**src/rtl/lap_timer_core_if.sv**
```systemverilog
// Signal bundle between the stopwatch core and its controller/readout logic.
// Lap read handshake: an entry is popped on a rising clk edge where rd_en && lap_valid; rd_en with lap_valid low is ignored.
interface lap_timer_core_if #(
    parameter int TW = 20,
    parameter int AW = 3
);
    logic          tick;
    logic          strtstop;
    logic          lap;
    logic          load;
    logic          up;
    logic [TW-1:0] preset;
    logic          rd_en;
    logic [TW-1:0] time_out;
    logic          running;
    logic          expired;
    logic [TW-1:0] lap_data;
    logic          lap_valid;
    logic          lap_full;
    logic [AW:0]   lap_count;
    logic          lap_ovf;
    logic [1:0]    state_dbg;

    modport master (
        output tick, strtstop, lap, load, up, preset, rd_en,
        input  time_out, running, expired, lap_data, lap_valid, lap_full, lap_count, lap_ovf, state_dbg
    );

    modport slave (
        input  tick, strtstop, lap, load, up, preset, rd_en,
        output time_out, running, expired, lap_data, lap_valid, lap_full, lap_count, lap_ovf, state_dbg
    );
endinterface

```
**src/rtl/lap_timer_core.sv**
```systemverilog
// BCD stopwatch/countdown timer with a show-ahead lap FIFO; every output is a register.
module lap_timer_core #(
    parameter int MIN_DIGITS = 1,
    parameter int LAP_DEPTH  = 8
) (
    input  logic             clk,
    input  logic             reset,
    lap_timer_core_if.slave  bus
);
    localparam int TW = 16 + 4 * MIN_DIGITS;
    localparam int AW = $clog2(LAP_DEPTH);
    localparam int ND = 4 + MIN_DIGITS;
    localparam logic [AW:0] DEPTH_C = (AW + 1)'(LAP_DEPTH);

    typedef enum logic [1:0] {IDLE = 2'd0, RUN = 2'd1, DONE = 2'd2} state_t;

    state_t        state;
    logic [TW-1:0] time_r;
    logic          running_r;
    logic          expired_r;

    // Digit 3 is the tens-of-seconds digit (0-5); all others are 0-9.
    // Out-of-range digits are forced to 0 and absorb any carry/borrow.
    function automatic logic [TW-1:0] bcd_step(input logic [TW-1:0] t, input logic inc);
        logic [TW-1:0] r;
        logic [3:0]    d;
        logic [3:0]    lim;
        logic          c;
        r = t;
        c = 1'b1;
        for (int i = 0; i < ND; i++) begin
            d   = t[4*i +: 4];
            lim = (i == 3) ? 4'd5 : 4'd9;
            if (d > lim) begin
                r[4*i +: 4] = 4'd0;
                c = 1'b0;
            end else if (c) begin
                if (inc) begin
                    if (d == lim) r[4*i +: 4] = 4'd0;
                    else begin
                        r[4*i +: 4] = d + 4'd1;
                        c = 1'b0;
                    end
                end else begin
                    if (d == 4'd0) r[4*i +: 4] = lim;
                    else begin
                        r[4*i +: 4] = d - 4'd1;
                        c = 1'b0;
                    end
                end
            end
        end
        return r;
    endfunction

    logic [TW-1:0] dec_val;
    assign dec_val = bcd_step(time_r, 1'b0);

    always_ff @(posedge clk) begin
        if (reset) begin
            state     <= IDLE;
            time_r    <= '0;
            running_r <= 1'b0;
            expired_r <= 1'b0;
        end else begin
            expired_r <= 1'b0;
            case (state)
                IDLE: begin
                    if (bus.load) time_r <= bus.preset;
                    if (bus.strtstop) begin
                        state     <= RUN;
                        running_r <= 1'b1;
                    end
                end
                RUN: begin
                    if (bus.strtstop) begin
                        state     <= IDLE;
                        running_r <= 1'b0;
                    end else if (bus.tick) begin
                        if (bus.up) begin
                            time_r <= bcd_step(time_r, 1'b1);
                        end else if (time_r == '0 || dec_val == '0) begin
                            time_r    <= '0;
                            expired_r <= 1'b1;
                            state     <= DONE;
                            running_r <= 1'b0;
                        end else begin
                            time_r <= dec_val;
                        end
                    end
                end
                DONE: begin
                    if (bus.load) begin
                        time_r <= bus.preset;
                        state  <= IDLE;
                    end
                end
                default: begin
                    state     <= IDLE;
                    running_r <= 1'b0;
                end
            endcase
        end
    end

    logic [TW-1:0] mem [LAP_DEPTH];
    logic [AW-1:0] wr_ptr, rd_ptr, rd_next;
    logic [AW:0]   count, count_next;
    logic          push_ok, pop_ok;
    logic [TW-1:0] head_next;
    logic [TW-1:0] lap_data_r;
    logic          lap_valid_r, lap_full_r, lap_ovf_r;

    // A full FIFO still accepts a push when the same cycle pops, freeing a slot.
    always_comb begin
        pop_ok  = bus.rd_en && (count != '0);
        push_ok = bus.lap && ((count != DEPTH_C) || pop_ok);
        rd_next = pop_ok ? rd_ptr + AW'(1) : rd_ptr;
        case ({push_ok, pop_ok})
            2'b10:   count_next = count + (AW + 1)'(1);
            2'b01:   count_next = count - (AW + 1)'(1);
            default: count_next = count;
        endcase
        if (count_next == '0) head_next = '0;
        else if (push_ok && rd_next == wr_ptr) head_next = time_r;
        else head_next = mem[rd_next];
    end

    always_ff @(posedge clk) begin
        if (!reset && push_ok) mem[wr_ptr] <= time_r;
    end

    always_ff @(posedge clk) begin
        if (reset) begin
            wr_ptr      <= '0;
            rd_ptr      <= '0;
            count       <= '0;
            lap_data_r  <= '0;
            lap_valid_r <= 1'b0;
            lap_full_r  <= 1'b0;
            lap_ovf_r   <= 1'b0;
        end else begin
            if (push_ok) wr_ptr <= wr_ptr + AW'(1);
            rd_ptr      <= rd_next;
            count       <= count_next;
            lap_data_r  <= head_next;
            lap_valid_r <= (count_next != '0);
            lap_full_r  <= (count_next == DEPTH_C);
            if (bus.lap && !push_ok) lap_ovf_r <= 1'b1;
        end
    end

    assign bus.time_out  = time_r;
    assign bus.running   = running_r;
    assign bus.expired   = expired_r;
    assign bus.lap_data  = lap_data_r;
    assign bus.lap_valid = lap_valid_r;
    assign bus.lap_full  = lap_full_r;
    assign bus.lap_count = count;
    assign bus.lap_ovf   = lap_ovf_r;
    assign bus.state_dbg = state;
endmodule

```
**src/flat_wrapper.sv**
```systemverilog
// flat-port wrapper written by rule: the top's interface ports become plain ports
module lap_timer_core_flat 
#(
    parameter int MIN_DIGITS = 1,
    parameter int LAP_DEPTH  = 8
)
  (clk, reset, bus_tick, bus_strtstop, bus_lap, bus_load, bus_up, bus_preset, bus_rd_en, bus_time_out, bus_running, bus_expired, bus_lap_data, bus_lap_valid, bus_lap_full, bus_lap_count, bus_lap_ovf, bus_state_dbg);
  lap_timer_core_if #(.TW((20)), .AW((3))) bus_i ();
  input  logic clk;
  input  logic reset;
  input wire logic [$bits(bus_i.tick)-1:0] bus_tick;
  input wire logic [$bits(bus_i.strtstop)-1:0] bus_strtstop;
  input wire logic [$bits(bus_i.lap)-1:0] bus_lap;
  input wire logic [$bits(bus_i.load)-1:0] bus_load;
  input wire logic [$bits(bus_i.up)-1:0] bus_up;
  input wire logic [$bits(bus_i.preset)-1:0] bus_preset;
  input wire logic [$bits(bus_i.rd_en)-1:0] bus_rd_en;
  output wire logic [$bits(bus_i.time_out)-1:0] bus_time_out;
  output wire logic [$bits(bus_i.running)-1:0] bus_running;
  output wire logic [$bits(bus_i.expired)-1:0] bus_expired;
  output wire logic [$bits(bus_i.lap_data)-1:0] bus_lap_data;
  output wire logic [$bits(bus_i.lap_valid)-1:0] bus_lap_valid;
  output wire logic [$bits(bus_i.lap_full)-1:0] bus_lap_full;
  output wire logic [$bits(bus_i.lap_count)-1:0] bus_lap_count;
  output wire logic [$bits(bus_i.lap_ovf)-1:0] bus_lap_ovf;
  output wire logic [$bits(bus_i.state_dbg)-1:0] bus_state_dbg;
  assign bus_i.tick = bus_tick;
  assign bus_i.strtstop = bus_strtstop;
  assign bus_i.lap = bus_lap;
  assign bus_i.load = bus_load;
  assign bus_i.up = bus_up;
  assign bus_i.preset = bus_preset;
  assign bus_i.rd_en = bus_rd_en;
  assign bus_time_out = bus_i.time_out;
  assign bus_running = bus_i.running;
  assign bus_expired = bus_i.expired;
  assign bus_lap_data = bus_i.lap_data;
  assign bus_lap_valid = bus_i.lap_valid;
  assign bus_lap_full = bus_i.lap_full;
  assign bus_lap_count = bus_i.lap_count;
  assign bus_lap_ovf = bus_i.lap_ovf;
  assign bus_state_dbg = bus_i.state_dbg;
  lap_timer_core #(.MIN_DIGITS(MIN_DIGITS), .LAP_DEPTH(LAP_DEPTH)) u_core (.clk(clk), .reset(reset), .bus(bus_i));
endmodule
```
**config.mk**
```make
export PLATFORM = sky130hd
export DESIGN_NAME = lap_timer_core_flat
export DESIGN_NICKNAME = d
export VERILOG_FILES = /design/src/rtl/lap_timer_core_if.sv /design/src/rtl/lap_timer_core.sv /design/src/flat_wrapper.sv
export SDC_FILE = /design/constraint.sdc
export NUM_CORES = 1
export LEC_CHECK = 0
export BUFFER_PORTS_ARGS = -buffer_cell sky130_fd_sc_hd__buf_2
export CAP_MARGIN = 0
export CORE_MARGIN = 3
export CORE_UTILIZATION = 40
export DETAILED_ROUTE_END_ITERATION = 10
export HOLD_SLACK_MARGIN = 0.02
export PLACE_DENSITY_LB_ADDON = 0.3
export SETUP_SLACK_MARGIN = 0.3
export SLEW_MARGIN = 20
export SYNTH_ARGS = -nofsm -noshare
export SYNTH_HDL_FRONTEND = slang
export SYNTH_SLANG_ARGS = --single-unit
export TNS_END_PERCENT = 5
```
**constraint.sdc**
```tcl
create_clock -name clk -period 6.6 [get_ports clk]
set_input_delay 0.66 -clock clk [delete_from_list [all_inputs] [get_ports clk]]
set_output_delay 0.66 -clock clk [all_outputs]
set_load 0.01 [all_outputs]
```
==> out/metrics.yaml <==
outcome:
  run_status: "completed"
critical_path:
  slowest_stage: "mux2i_4"
  endpoint_kind: "flip-flop"
  required_ps: 6980
  cp_max_fo: 66
  r2r_cells: 8
  r2r_slack_ps: 3220
  r2r_end: "u_core.bus.lap_data[11]"
  crit_end: "u_core.bus.lap_data[11]"
  critPathKind: "reg2reg"
  startpoint: "u_core.bus.lap_count[0]"
  worst_ep_arrival_time_ps: 3760
  r2r_start: "u_core.bus.lap_count[0]"
  worstPathCellList: "o41a_1 -> mux2i_4 -> buf_12 -> mux2i_1 -> mux2i_1 -> mux2_2 -> mux2_2 -> and2_1"
  startpoint_type: "flip-flop"
  cpPeakStageDelay_ps: 800
cts:
  clock_latency_ps: 500
  cts_sinks: 217
  cts_hold_buf: 0
  postCtsSetupBuffers: 0
  clkTransAtPathRegs_ps: 60
  cts-resized-gates: 0
  clock_tree.buffer_depth: 3
  cts_inserted_buffers: 23
  cts_tree: "done"
  cts-root-buf: "clkbuf_16"
  htreeDepth: 1
global_route:
  grt_antenna_before_repair: 0
  grt_overflow: 0
  grt_max_degree: 67
  grt_pass1_wl_um: 36100
  grt_pass1_vias: 6062
  track_usage_pct: 17.5
power_and_ir_drop:
  powerDensity_nw_per_um2: 358
  p_int_uw: 2790
  combPwrFrac_pct: 28.4
  seq_power_share_pct: 41.9
  p_total_uw: 4010
  clkPwrFrac_pct: 29.7
  peakVddDrop_mv: 0.212
  swShare_pct: 30.4
  p_switching_uw: 1220
  leakagePower_uw: 0.00462
sta:
  slew_viol_final: 0
  fin_setup_tns_ps: 0
  max_freq_mhz: 296
  min_period_ps: 3380
  tightestPinTransition_ps: 939
  rsz0062_at_grt: "no"
  clock_skew_ps: 15.2
  timing.hold.ws_ps: 435
  hold_viol: 0
  relSlewSlack_pct: 36.1
  finalSetupViolCount: 0
  finalCritPeriodShare_pct: 51.2
logic_synthesis:
  ys_ff_latch: 217
  ys_types: 70
  synth-seq-area-share_pct: 60.6
  yosys_most_used_dff: "edfxtp_1"
  synth_edf_count: 160
  synthArstFlopShare_pct: 0
  syn-num-nets: 781
  synth.avg_cell_area_um2: 13.1
  synthCells: 747
  synth-warning-count: 0
  syn-cell-area_um2: 9810
cells_and_area:
  final_nets: 840
  final_common_cell: "edfxtp_1"
  drive_above_1_share_pct: 20.1
  diodes: 0
  area_growth_pct: 14.1
  mostFrequentLayoutCells: "edfxtp_1, mux2i_1, buf_2"
run:
  cap_violations: 0
placement:
  dp_hpwl_um: 13700
  gp_congestion: 0.856
  port_buffers: 78
detailed_routing:
  antenna_left: 0
  avgViaCountPerCell: 5.51
  wl_um: 23200
  route.detailed.drc: 0
  first_iter_violations: 511
  wl_per_cell_um: 20.4
  dr.pass1.iters: 5
  via_count: 6279
floorplan:
  dieArea_um2: 26400
  start_util_pct: 41.2
  fp.dieH_um: 163
  core_um2: 23800
  rows: 56
  pin_count: 79
  dieWidth_um: 163
worst_hold_path:
  min_path_type: "in2reg"
  worstHoldStart: "bus_lap"
==> critical path, delay by kind of cell, from the launching register on <==
kind	cells	cell delay [ps]
buffers and inverters	1	480
AO/OA/AOI/OAI	1	570
multiplexers	5	1630
flip-flops	1	380
AND/OR/NAND/NOR	1	160
==> synth_stat cells, types with 6 or more instances <==
cell type,n,area [µm²]
a211oi_1,8,60.1
a21oi_1,33,165
a31oi_1,10,62.6
buf_2,9,45.0
buf_6,9,101
clkbuf_1,33,124
dfxtp_1,57,1140
edfxtp_1,160,4800
inv_1,11,41.3
mux2i_1,86,861
mux4_2,19,428
nand2_1,53,199
nand2b_1,6,37.5
nand3_1,14,70.1
nor2_1,53,199
nor3_1,18,90.1
nor4_1,9,56.3
o211a_1,20,200
o21ai_0,17,85.1
or3_1,8,50.1
xnor2_1,11,96.3
xor2_1,8,70.1
==> cell families (layout without fill, tap and decap cells) <==
| group | count (synthesis) | count (layout) | synth area share (%) |
|---|---|---|---|
| and+or+nand+nor | 196 | 196 | 10.3 |
| buffers and inverters | 71 | 145 | 3.63 |
| muxes | 107 | 107 | 13.4 |
| AOI/OAI and AO/OA | 130 | 130 | 9.46 |
| xor gates and xnor gates | 20 | 20 | 1.86 |
| DFF | 217 | 217 | 60.6 |
| adders and majority gates | 6 | 6 | 0.842 |
==> power groups by stage <==
stage / clock [µW] / sequential [µW] / combinational (µW)
6_report: 1190 / 1680 / 1140
5_1_grt: 1280 / 1690 / 1240
4_1_cts: 1220 / 1680 / 1150
3_5_place_dp: 0 / 1710 / 1140
3_3_place_gp: 0 / 1710 / 1130
2_1_floorplan: 0 / 1690 / 851
==> flip-flops by register name, indices dropped and copies added (netlist names), 2 cells and up <==
register	flops
u_core.rd_ptr	3
u_core.wr_ptr	3
u_core.bus.state_dbg	2
u_core.bus.lap_data	20
u_core.bus.time_out	20
u_core.mem	160
u_core.bus.lap_count	4
==> metal layers <==
metal  up-vias  wire (µm)  part of all wire, %  global-route usage (%)
met2       188      11100                   48                    28.7
met1      3089      10500                   45                    24.7
met3        35       1090                  4.7                    2.21
met4         0        529                  2.3                    4.81
met5         -          0                    0                       0
li1       2967          -                    -                       -
==> how the worst min path moves through the flow <==
stage / endpoint / slack (ps) / cells past startpoint
finish: u_core.bus.lap_ovf / 440 / 3
floorplan: u_core.bus.lap_ovf / 500 / 2
detailed placement: u_core.bus.lap_ovf / 470 / 2
global placement: u_core.bus.lap_ovf / 450 / 2
global route: u_core.bus.time_out[16] / 450 / 3
CTS: u_core.bus.lap_ovf / 420 / 3
==> through the flow <==
step           util, %  area (µm²)  cells  setup slack [ps]
3_3_place_gp      44.1       10500   1100              3030
4_1_cts           47.0       11200   1140              3180
3_5_place_dp      44.1       10500   1100              3000
6_report          47.0       11200   1140              3220
2_1_floorplan        -        9810    747              2960
5_1_grt           47.0       11200   1140              2980
==> cell type report <==
type / instances / area, µm²
multi-input combinational: 459 / 3590
timing repair buffer: 93 / 515
clock inverter: 8 / 65.1
clock buffer: 32 / 629
tap: 319 / 399
sequential: 217 / 5950
inverter: 12 / 45.0
fill: 2150 / 12600
Power figures use the tool's default switching activity.
